File: config.mk
export PLATFORM = sky130hd
export DESIGN_NAME = bytebeat_sample_scheduler
export DESIGN_NICKNAME = d
export VERILOG_FILES = /design/src/rtl/bytebeat_sample_scheduler.sv
export SDC_FILE = /design/constraint.sdc
export NUM_CORES = 1
export LEC_CHECK = 0
export CAP_MARGIN = 10
export CELL_PAD_IN_SITES_DETAIL_PLACEMENT = 1
export CELL_PAD_IN_SITES_GLOBAL_PLACEMENT = 2
export CORE_MARGIN = 2
export CORE_UTILIZATION = 32
export DETAILED_ROUTE_END_ITERATION = 8
export PLACE_DENSITY = 0.83
export REMOVE_ABC_BUFFERS = 1
export SYNTH_ARGS = -nofsm -noshare
export SYNTH_HDL_FRONTEND = slang
export SYNTH_SLANG_ARGS = --single-unit
File: constraint.sdc
create_clock -name clk -period 7.6 [get_ports clk]
set_input_delay 1.52 -clock clk [delete_from_list [all_inputs] [get_ports clk]]
set_output_delay 1.52 -clock clk [all_outputs]
set_load 0.05 [all_outputs]
File: src/rtl/bytebeat_sample_scheduler.sv
// bytebeat_sample_scheduler
//   Frame-rate scheduler that time-shares one 16-bit control bus between
//   NUM_VOICES bytebeat cores. On each frame tick it visits every voice in
//   order. For each voice it pushes the control word over the voice's
//   parameter channel, then pulls one PCM byte from the voice's output
//   channel. The collected bytes are committed to `samples` in one step.
//   A handshake that waits TIMEOUT cycles is abandoned: the voice is
//   marked stale and err_cnt is incremented.
//
// Ports
//   clk, reset            single clock, synchronous active-high reset
//   knobs[15:0]           control word, captured on the frame tick
//   par_data/par_vld      control word broadcast + one-hot valid to served voice
//   par_rdy               per-voice parameter ready
//   pcm_in/pcm_vld        per-voice output byte ([8i+7:8i]) + valid
//   pcm_rdy               one-hot output ready to served voice
//   samples               committed bytes, held between commits
//   sample_stb            one-cycle pulse when new samples become visible
//   stale                 per-voice timeout flag of the last committed frame
//   overrun               sticky, set by a tick arriving mid-frame
//   err_cnt               saturating handshake-timeout count
//
// Optional feature macro: SCHED_VOICE_MASK_EN
//   When this macro is defined, the module has a voice_en input, which is
//   sampled on the tick. Disabled voices are skipped in zero cycles. Their
//   committed sample is 8'h80 and their stale bit is 0.

module bytebeat_sample_scheduler #(
  parameter int NUM_VOICES = 8,
  parameter int DIV        = 512,
  parameter int TIMEOUT    = 64
) (
  input  logic                      clk,
  input  logic                      reset,
  input  logic [15:0]               knobs,
`ifdef SCHED_VOICE_MASK_EN
  input  logic [NUM_VOICES-1:0]     voice_en,
`endif
  output logic [15:0]               par_data,
  output logic [NUM_VOICES-1:0]     par_vld,
  input  logic [NUM_VOICES-1:0]     par_rdy,
  input  logic [8*NUM_VOICES-1:0]   pcm_in,
  input  logic [NUM_VOICES-1:0]     pcm_vld,
  output logic [NUM_VOICES-1:0]     pcm_rdy,
  output logic [8*NUM_VOICES-1:0]   samples,
  output logic                      sample_stb,
  output logic [NUM_VOICES-1:0]     stale,
  output logic                      overrun,
  output logic [7:0]                err_cnt
);

  localparam int VW = (NUM_VOICES > 1) ? $clog2(NUM_VOICES) : 1;
  localparam int FW = $clog2(DIV);

  typedef enum logic [1:0] {IDLE, PARAM, COLLECT, COMMIT} state_t;

  state_t                   state, state_n;
  logic [FW-1:0]            fcnt;
  logic [VW-1:0]            v, v_n;
  logic [7:0]               wcnt;
  logic [8*NUM_VOICES-1:0]  shadow;
  logic [NUM_VOICES-1:0]    sh_stale;
  logic [NUM_VOICES-1:0]    en_start;   // enable mask seen at the tick
  logic [NUM_VOICES-1:0]    en_cur;     // enable mask of the frame in progress
  logic                     tick, wto, cap, miss;
  logic                     first_ok, nxt_ok;
  logic [VW-1:0]            first_v, nxt_v;

`ifdef SCHED_VOICE_MASK_EN
  logic [NUM_VOICES-1:0]    en_r;

  always_ff @(posedge clk) begin
    if (reset) begin
      en_r <= '1;
    end else if (state == IDLE && tick) begin
      en_r <= voice_en;
    end
  end

  assign en_start = voice_en;
  assign en_cur   = en_r;
`else
  assign en_start = '1;
  assign en_cur   = '1;
`endif

  assign tick = (fcnt == FW'(DIV - 1));
  assign wto  = (wcnt == 8'(TIMEOUT - 1));

  always_comb begin
    first_ok = 1'b0;
    first_v  = '0;
    nxt_ok   = 1'b0;
    nxt_v    = '0;
    // Find the first enabled voice, and the next enabled voice after v.
    // Disabled voices therefore use no cycles.
    for (int unsigned i = 0; i < NUM_VOICES; i++) begin
      if (!first_ok && en_start[i]) begin
        first_ok = 1'b1;
        first_v  = VW'(i);
      end
      if (!nxt_ok && en_cur[i] && (VW'(i) > v)) begin
        nxt_ok = 1'b1;
        nxt_v  = VW'(i);
      end
    end

    state_n = state;
    v_n     = v;
    cap     = 1'b0;
    miss    = 1'b0;
    case (state)
      IDLE: begin
        if (tick) begin
          v_n     = first_v;
          state_n = first_ok ? PARAM : COMMIT;
        end
      end
      PARAM: begin
        if (par_rdy[v]) begin
          state_n = COLLECT;
        end else if (wto) begin
          miss = 1'b1;
        end
      end
      COLLECT: begin
        if (pcm_vld[v]) begin
          cap = 1'b1;
        end else if (wto) begin
          miss = 1'b1;
        end
      end
      COMMIT:  state_n = IDLE;
      default: state_n = IDLE;
    endcase

    // A successful collect and a timeout advance the same way. A PARAM
    // timeout therefore skips that voice's COLLECT.
    if (cap || miss) begin
      if (nxt_ok) begin
        state_n = PARAM;
        v_n     = nxt_v;
      end else begin
        state_n = COMMIT;
      end
    end
  end

  always_ff @(posedge clk) begin
    if (reset) begin
      state      <= IDLE;
      fcnt       <= '0;
      v          <= '0;
      wcnt       <= '0;
      par_data   <= '0;
      par_vld    <= '0;
      pcm_rdy    <= '0;
      shadow     <= {NUM_VOICES{8'h80}};
      sh_stale   <= '0;
      samples    <= {NUM_VOICES{8'h80}};
      stale      <= '0;
      sample_stb <= 1'b0;
      overrun    <= 1'b0;
      err_cnt    <= '0;
    end else begin
      fcnt  <= tick ? '0 : fcnt + 1'b1;
      state <= state_n;
      v     <= v_n;

      // The wait counter restarts on every change of state or voice.
      if (state_n != state || v_n != v) begin
        wcnt <= '0;
      end else if (wcnt != 8'hFF) begin
        wcnt <= wcnt + 8'd1;
      end

      // The handshake strobes are driven from the next state, so they are
      // registered and still valid in the first cycle of each phase.
      par_vld <= (state_n == PARAM)   ? (NUM_VOICES'(1) << v_n) : '0;
      pcm_rdy <= (state_n == COLLECT) ? (NUM_VOICES'(1) << v_n) : '0;

      if (state == IDLE && tick) begin
        par_data <= knobs;
        sh_stale <= '0;
      end

      if (cap) begin
        shadow[8*v +: 8] <= pcm_in[8*v +: 8];
      end

      if (miss) begin
        sh_stale[v] <= 1'b1;
        if (err_cnt != 8'hFF) begin
          err_cnt <= err_cnt + 8'd1;
        end
      end

      sample_stb <= (state == COMMIT);
      if (state == COMMIT) begin
        for (int unsigned i = 0; i < NUM_VOICES; i++) begin
          samples[8*i +: 8] <= en_cur[i] ? shadow[8*i +: 8] : 8'h80;
        end
        stale <= sh_stale & en_cur;
      end

      if (tick && state != IDLE) begin
        overrun <= 1'b1;
      end
    end
  end

endmodule

==> metrics, run 1 <==
Net Sw Frac between 20% and 30%; count of flip-flops with a built-in enable after synthesis 0; Setup Fix Bufs, Post-CTS 0; Chip Width 170 µm; Inserted Clock Buffers 24; nets@finish between 1,000 and 1,500; WP data arrival 4.25 ns; Routed WL approximately 27,000 µm; Crit path max-delay family simple AND/OR/NAND/NOR gates; setup TNS 0 ns; Final Hold Viols 0; total power around 2.4 mW; Max-Cap Viols 0; Initial DRT Pass Iterations 4; CP most frequent cell mux2i_1; Starting Density between 30% and 40%; Root Driver clkbuf_16; Setup Viol. Count Final 0; mapped cell area about 8800 µm²; worst slack, placed ~3.2 ns; CTS Buffer Depth 3; critical path class in2reg; Clk network pwr share 49.7%; status finished, final reports clean; worst-path cell chain clkdlybuf4s50_1 -> mux2i_1 -> mux4_2 -> nor3b_1 -> and4_1 -> mux2i_1 -> nor2_1; Max FO, Critical Path 15; DR WL/cell about 18 µm; Syn Area/Cell a little over 9 µm²; global placement routability congestion roughly 0.81; Via Count 7,464; Gate Count Post-Synth 947; required time worst endpoint ~8 ns; Post-CTS Hold Buffers 0; fmax around 260 MHz; Sink Count 208; Clock Skews roughly 0.012 ns; # IOs ~210; fin. max-slew vios 0; port bufs about 210; RSZ-0062 raised after global routing no; Period minus WS final approximately 3.9 ns; vias in the first global route 7,448; max incr delay on CP between 0.6 and 0.7 ns; Worst Tran Pin Value around 0.99 ns; startpoint types input pin; Synth cell types 61; P_sw ~0.51 mW; Final period util between 50 and 60%; Combinational Power Share between 4 and 5%; sequential element share of the synthesized area a little under half; most common cell after layout, fill and taps aside clkdlybuf4s50_1; Die ar. between 20,000 and 30,000 µm²; worst hold slack between 0.4 and 0.5 ns; Buf/Inv on CP 1; Synth Register Bits 208; setup ws final approximately 3.7 ns; GRT Residual Overflow 0; vias per inst between 5 and 6; cts repair resizes 0; row count 60; Iteration-0 DRC Markers 321; clk_lat worst skew approximately 0.52 ns; antenna viol nets, final 0; Peak VDD IR 0.000136 V; Layout area overhead 36.0%; HPWL Detailed ~19,000 µm; FFs w/ async S/R, synth 0%; # H-tree levels 1; initial antenna violation count 0; first-pass GRT wire length approximately 42,000 µm; CTS tree done; CP max-delay cell and4_1; Leak just over 4 nW; worst min-delay path class reg2reg; fill count 3,018; commonest non-fill, non-tap cells in the layout 210 x clkdlybuf4s50_1, 207 x dfxtp_1, 187 x nor2_1, 121 x mux2i_1, 79 x nand2_1; layout cell share with drive strength beyond 1 under 10%; CORE AREA about 27,000 µm²; final core utilization around 44%; endpoint class of the critical path register; clk slew on worst S/H paths about 0.060 ns; Flop pwr share between 40% and 50%; DRC viols 0; Synth Warn # 0; Most used DFF post-synth dfxtp_1; headroom to the max-slew limit between 30% and 40%; total track usage 18.4%; pin count of the biggest net entering global routing between 80 and 90; Die Y-Extent 170 µm; Int Pwr about 1.9 mW; pwr dens between 150 and 200 nW/µm²
Yosys cell counts, drive strengths merged, types with 2 or more instances:
cell | n | area (µm²)
a211oi | 17 | 143
nor4b | 2 | 30.0
clkbuf | 42 | 158
inv | 11 | 41.3
nand3b | 2 | 15.0
a31oi | 2 | 18.8
and2 | 7 | 43.8
o2bb2ai | 3 | 26.3
nand2b | 5 | 31.3
and4b | 2 | 20.0
ha | 13 | 163
o21ai | 13 | 65.1
nor2b | 4 | 25.0
and3 | 9 | 56.3
a32oi | 4 | 35.0
mux4 | 9 | 203
or3 | 5 | 31.3
buf | 23 | 119
nor2 | 189 | 714
a221oi | 8 | 87.6
o211a | 2 | 20.0
mux2i | 121 | 1210
o22ai | 2 | 12.5
or2 | 5 | 31.3
dfxtp | 208 | 4160
nand2 | 79 | 297
xnor2 | 5 | 43.8
a22oi | 6 | 45.0
o211ai | 6 | 45.0
nand4 | 13 | 81.3
and4 | 2 | 17.5
nor3 | 26 | 135
a21oi | 50 | 250
nand3 | 21 | 118
xor2 | 9 | 78.8
mux2 | 9 | 105
area by class of cell:
type	count	area, µm²	share of cell area (%)
inverters	11	41.3	0.345
clock inverters	9	125	1.05
diodes	1	2.50	0.0209
flip-flops and latches	208	4170	34.8
well taps	341	427	3.57
clock buffers	33	686	5.73
repair buffers	222	2190	18.3
multi-input cells	663	4330	36.2
registers in the layout (all words and copies together) (netlist names), 2 cells and up:
register  flops
stale         8
par_data     16
fcnt          9
state         2
pcm_rdy       8
err_cnt       8
par_vld       8
samples      64
v             3
sh_stale      8
shadow       64
wcnt          8
routing by layer:
| layer | GRT usage (%) | up-vias | routed length (µm) |
|---|---|---|---|
| met4 | 4.09 | 0 | 466 |
| met2 | 32.0 | 158 | 13100 |
| met1 | 23.6 | 3621 | 12200 |
| met3 | 3.44 | 34 | 1430 |
| li1 | - | 3651 | - |
| met5 | 0 | - | 0 |
cells by family (layout without fill, tap and decap cells):
group	after synthesis	count (layout)	synth area share, %
and+or+nand+nor	376	376	19.2
DFF	208	208	47.3
adders and majority gates	13	13	1.85
buffers and inverters	76	275	3.61
AOI/OAI and AO/OA	121	121	9.34
xor gates and xnor gates	14	14	1.39
other	0	1	0
muxes	139	139	17.3
metrics by stage:
stage | cell area, µm² | cells
detailed placement | 11200 | 1445
global placement | 11200 | 1445
finish | 12000 | 1488
global route | 12000 | 1487
floorplan | 8520 | 882
CTS | 12000 | 1487
worst paths after layout:
check	slack (ns)	startpoint	endpoint	cells past startpoint
hold reg to reg	0.45	fcnt[0]	fcnt[0]	1
setup reg to reg	3.98	v[0]	shadow[3]	7
hold / removal	0.45	fcnt[0]	fcnt[0]	1
setup / recovery	3.72	pcm_vld[5]	shadow[3]	7
worst reg2reg max path: stages, from the launching register on:
cell,delay (ns)
dfxtp_2,0.46
buf_4,0.62
mux2i_1,0.28
mux4_2,0.54
nor3b_1,0.60
and4_1,0.67
mux2i_1,0.25
nor2_1,0.06
power by group through the flow:
stage,clock network (mW),logic (mW),registers [mW]
floorplan,0,0.0263,1.12
CTS,1.22,0.106,1.10
detailed placement,0,0.106,1.12
global route,1.27,0.113,1.10
finish,1.19,0.105,1.10
global placement,0,0.105,1.12
Note: power is estimated with default switching activity, not from simulation.
==> inputs of run 2 (changes only) <==
CORE_UTILIZATION = 30   (was 32)
PLACE_DENSITY = 0.78   (was 0.83)
clock period = 3.6 ns   (was 7.6 ns; I/O delays follow)
==> run 2 against run 1 <==
Power is 110% higher. Critical path depth is the same. Via count is 0.70% higher. Sequential power up 110%. Clock power up 110%. Clock skew decreased by 0.0047 ns. Die area up 6.5%. Core utilization down 1.9 points. First-iteration DRC count is 8.4% higher. Worst hold slack got worse by 0.00090 ns. Register-to-register slack worse by 3.5 ns. Design area grew 2.1%. Highest routed layer unchanged.
==> metrics, run 2 (synthesis results as in run 1) <==
ANT cells 0 (-1); global placement routability congestion 0.785 (-2.8%); initial antenna violation count 0 (unchanged); vias per inst 4.84 (-3.6%); worst hold slack 0.451 ns (-0.000898 ns); total power 4.98 mW (+110%); RSZ-0062 raised after global routing no; required time worst endpoint 4.05 ns (-3.92 ns); status finished, final reports clean; Crit path max-delay family multiplexers; Routed WL 27,900 µm (+2.5%); worst min-delay path class reg2reg; Layout Cells excl Fill 1,554 (+4.4%); pwr dens 408 nW/µm² (+100%); Die ar. 30,700 µm² (+6.5%); clk_lat worst skew 0.52 ns (about the same); Initial DRT Pass Iterations 4 (unchanged); GRT Residual Overflow 0 (unchanged); Buf/Inv on CP 0 (-1); CTS Buffer Depth 3 (unchanged); fin. max-slew vios 0 (unchanged); WP data arrival 3.61 ns (-0.64 ns); DRC viols 0 (unchanged); Peak VDD IR 0.000310 V (+130%); Largest regs samples x64, shadow x64, par_data x16; headroom to the max-slew limit 38.8% (+4.9 points); endpoint class of the critical path register; nets@finish 1,264 (+1.9%); row count 62 (+3.3%); # H-tree levels 1 (unchanged); dpl cells 1,511 (+4.6%); cts repair resizes 0 (unchanged); Root Driver clkbuf_16; Final period util between 80% and 90%; DR WL/cell 18.0 µm (-1.8%); Leak 4.28 nW (+2.9%); CP most frequent cell nor2_2; Period minus WS final between 3 and 4 ns; vias in the first global route 7,803 (+4.8%); most common cell after layout, fill and taps aside clkdlybuf4s50_1; startpoint types register; commonest non-fill, non-tap cells in the layout 210 x clkdlybuf4s50_1, 207 x dfxtp_1, 187 x nor2_1, 121 x mux2i_1, 79 x nand2_1; worst slack, placed 0.330 ns (-2.91 ns); antenna viol nets, final 0 (unchanged); total track usage 17.9% (-0.49 points); CTS tree done; pin count of the biggest net entering global routing 122 (+44%); Starting Density 30.6% (-2.1 points); HPWL Detailed 20,100 µm (+4.8%); Int Pwr 3.92 mW (+110%); Chip Width 175 µm (+3.2%); Layout area overhead 38.9%; CP max-delay cell dfxtp_2; Sink Count 208 (unchanged); Combinational Power Share 4.6% (+0.2 points); Iteration-0 DRC Markers 348 (+8.4%); # IOs 212 (unchanged); Final Hold Viols 0 (unchanged); Setup Fix Bufs, Post-CTS 0 (unchanged); CORE AREA 28,800 µm² (+6.8%); clk slew on worst S/H paths 0.06 ns (about the same); Via Count 7,516 (+0.70%); worst-path cell chain mux2_2 -> mux4_2 -> nor2_2 -> nor2_2 -> a221oi_4 -> nand3_1 -> nor2_1; critical path class reg2reg; P_sw 1.07 mW (+110%); Setup Viol. Count Final 0 (unchanged); Die Y-Extent 175 µm (+3.2%); max incr delay on CP 0.93 ns (+0.26 ns); setup ws final 0.441 ns (-3.28 ns); Inserted Clock Buffers 24 (unchanged); first-pass GRT wire length 44,000 µm (+4.9%); Post-CTS Hold Buffers 0 (unchanged); fmax 317 MHz; Max-Cap Viols 0 (unchanged); layout cell share with drive strength beyond 1 9.06% (+1.6 points); setup TNS 0 ns (unchanged); port bufs 211 (unchanged); Max FO, Critical Path 32 (+17); Clock Skews 0.00681 ns (-0.00470 ns); Clk network pwr share 48.9% (-0.8 points); fill count 3,273 (+8.4%); Net Sw Frac 21.4% (+0.16 points); Worst Tran Pin Value 0.918 ns (-0.0741 ns); Flop pwr share 46.5% (+0.6 points)
## run 2: stage by stage
stage	util, %	area, µm²
floorplan	-	8520
global placement	39.7	11400
detailed placement	39.7	11400
CTS	42.5	12200
global route	42.5	12200
finish	42.5	12200
## run 2: worst reg2reg max path, cell delays in order (launching register included)
cell and delay (ns):
dfxtp_2 0.93, mux2_2 0.47, mux4_2 0.52, nor2_2 0.31, nor2_2 0.16, a221oi_4 0.32, nand3_1 0.23, nor2_1 0.15
## run 2: layer usage
metal  vias up  global-route usage, %  part of all wire, %  wire length, µm
met2       166                   30.3                   47            13200
met4         0                   5.28                  3.1              854
met1      3613                   23.3                   45            12500
li1       3693                      -                    -                -
met5         -                      0                    0                0
met3        44                   3.10                  4.7             1320
## run 2: final timing paths
kind,slack [ns],startpoint,depth (start not counted),endpoint
max reg2reg,0.44,v[0],7,par_vld[2]
min reg2reg,0.45,par_data[10],2,par_data[10]
max,0.44,v[0],7,par_vld[2]
min,0.45,par_data[10],2,par_data[10]
## run 2: power groups by stage
stage	Combinational [mW]	Clock [mW]	Sequential, mW
2_1_floorplan	0.0554	0	2.37
3_3_place_gp	0.227	0	2.37
3_5_place_dp	0.230	0	2.37
4_1_cts	0.232	2.51	2.32
5_1_grt	0.245	2.61	2.32
6_report	0.228	2.44	2.32
## run 2: cell type report
class                           count  area [µm²]  share of cell area [%]
Tap cell                          384         480                    3.93
Sequential cell                   208        4170                    34.1
Inverter                           11        41.3                   0.338
Clock inverter                      6        91.3                   0.747
Multi-Input combinational cell    663        4330                    35.4
Timing Repair Buffer              245        2410                    19.8
Clock buffer                       37         699                    5.72
==> inputs of run 3 (changes only) <==
REMOVE_ABC_BUFFERS = not set   (was 1)
==> run 3 against run 2 <==
Sequential power is essentially flat. Non-clock buffer count is 6 lower. Clock power rose by 2%. Worst hold slack got worse by 0.0038 ns. Via count down 0.76%. Critical path type unchanged. Highest routed layer unchanged.
==> metrics, run 3 (synthesis results as in run 1) <==
Clock Skews 0.0116 ns (+0.00476 ns); Inserted Clock Buffers 25 (+4.2%); R2R cell count 9 (+2); Sink Count 208 (unchanged); Int Pwr 3.92 mW (+0.15%); CTS Buffer Depth 3 (unchanged); net count after synthesis between 1,000 and 1,500; Setup Viol. Count Final 0 (unchanged); met2 Use GR 31.2% (+0.87 points); Max-Cap Viols 0 (unchanged); Iteration-0 DRC Markers 418 (+20%); met1 GRT Util 23.1% (-0.19 points); Setup Fix Bufs, Post-CTS 0 (unchanged); commonest non-fill, non-tap cells in the layout 210 x clkdlybuf4s50_1, 207 x dfxtp_1, 187 x nor2_1, 121 x mux2i_1, 79 x nand2_1; Initial DRT Pass Iterations 4 (unchanged); WP data arrival 3.42 ns (-0.19 ns); Period minus WS final 3.04 ns (-0.121 ns); GRT Residual Overflow 0 (unchanged); final core utilization 42.3% (-0.18 points); # IOs 212 (unchanged); Flop pwr share 46.1% (-0.4 points); max incr delay on CP 0.59 ns (-0.34 ns); startpoint types register; worst-path cell chain buf_4 -> mux2i_1 -> mux4_2 -> nor3b_1 -> buf_4 -> and2_1 -> o21ai_0 -> o21ai_0 -> nand2_1; vias in the first global route 7,887 (+1.1%); clk_lat worst skew 0.53 ns (about the same); P_sw 1.10 mW (+3.4%); total track usage 17.9% (about the same); Leak 4.25 nW (-0.65%); final instance area 12,200 µm² (-0.43%); Chip Width 175 µm (unchanged); fin. max-slew vios 0 (unchanged); Net Sw Frac 22.0% (+0.54 points); Die ar. 30,700 µm² (unchanged); pwr dens 413 nW/µm² (+1.3%); initial antenna violation count 0 (unchanged); setup TNS 0 ns (unchanged); CP max-delay cell dfxtp_2; DR WL/cell 17.7 µm (-1.4%); layout cell share with drive strength beyond 1 8.93% (-0.13 points); pin count of the biggest net entering global routing 74 (-39%); ANT cells 0 (unchanged); total power 5.03 mW (+0.83%); post-placement cell area 11,300 µm² (-0.72%); cts repair resizes 0 (unchanged); CTS tree done; Clk network pwr share 49.5% (+0.6 points); antenna viol nets, final 0 (unchanged); Largest regs samples x64, shadow x64, par_data x16; Final period util 84.4% (-3.4 points); headroom to the max-slew limit 35.9% (-2.9 points); Starting Density 30.6% (unchanged); first-pass GRT wire length 44,100 µm (+0.22%); RSZ-0062 raised after global routing no; clk slew on worst S/H paths 0.06 ns (about the same); port bufs 211 (unchanged); Final Hold Viols 0 (unchanged); Max FO, Critical Path 17 (-47%); Via Count 7,459 (-0.76%); worst min-delay path class reg2reg; CORE AREA 28,800 µm² (unchanged); fill count 3,255 (-0.55%); global placement routability congestion 0.786 (+0.10%); Combinational Power Share 4.4% (-0.2 points); critical path class reg2reg; HPWL Detailed 19,800 µm (-1.5%); Worst Tran Pin Value 0.961 ns (+0.0430 ns); DRC viols 0 (unchanged); row count 62 (unchanged); nets@finish 1,259 (-0.40%); fmax 329 MHz (+4.0%); hold path cells 1 (-1); Die Y-Extent 175 µm (unchanged); Peak VDD IR 0.000311 V (+0.20%); vias per inst 4.82 (-0.44%); Layout area overhead 38.3%; required time worst endpoint 3.99 ns (-0.06 ns); Root Driver clkbuf_16; endpoint class of the critical path register; Post-CTS Hold Buffers 0 (unchanged); register area 4170 µm² (unchanged); GR Util met3 3.12% (+0.022 points); status finished, final reports clean; # H-tree levels 1 (unchanged); area of the multi-input gates 4330 µm² (unchanged); GR peak layer met2; Routed WL 27,500 µm (-1.7%); most common cell after layout, fill and taps aside clkdlybuf4s50_1
## run 3: cell count changes in the layout (fill, tap and decap cells not counted), sizes merged
cell	delta
bufinv	-1
clkbuf	-1
buf	-6
clkinvlp	+1
inv	+2
## run 3: path summary, 6_finish.rpt
| check | startpoint | slack (ns) | to |
|---|---|---|---|
| hold reg to reg | fcnt[0] | 0.45 | fcnt[0] |
| setup reg to reg | v[0] | 0.56 | shadow[39] |
| setup / recovery | v[0] | 0.56 | shadow[39] |
| hold / removal | fcnt[0] | 0.45 | fcnt[0] |
## run 3: routing by layer
layer | routed length [µm] | vias to the layer above
li1 | - | 3695
met2 | 13400 | 124
met3 | 1150 | 31
met4 | 419 | 0
met1 | 12500 | 3609
met5 | 0 | -
## run 3: power groups by stage
stage / clock network, mW / logic (mW) / registers, mW
6_report: 2.49 / 0.221 / 2.32
5_1_grt: 2.68 / 0.241 / 2.32
4_1_cts: 2.57 / 0.224 / 2.32
3_5_place_dp: 0 / 0.223 / 2.37
3_3_place_gp: 0 / 0.221 / 2.37
2_1_floorplan: 0 / 0.0803 / 2.37
## run 3: metrics by stage
stage / hold slack (ns) / setup WS, ns / instances
floorplan: 0.418 / 0.697 / 947
global placement: 0.428 / 0.373 / 1505
detailed placement: 0.448 / 0.351 / 1505
CTS: 0.458 / 0.569 / 1549
global route: 0.474 / 0.303 / 1549
finish: 0.447 / 0.562 / 1549
## run 3: final cells by class
cell class / instances / share of cell area [%]
clock buffer: 36 / 5.97
clock inverter: 8 / 0.771
inverter: 11 / 0.339
multi-input combinational: 663 / 35.6
sequential: 208 / 34.2
tap: 384 / 3.95
timing repair buffer: 239 / 19.2
## run 3: worst max-delay path: cells and delay by family, from the launching register on
family          cells  cell delay [ns]
compound gates      2             0.29
buf+inv             2             0.55
flops               1             0.59
mux                 2             0.63
simple gates        3             0.82
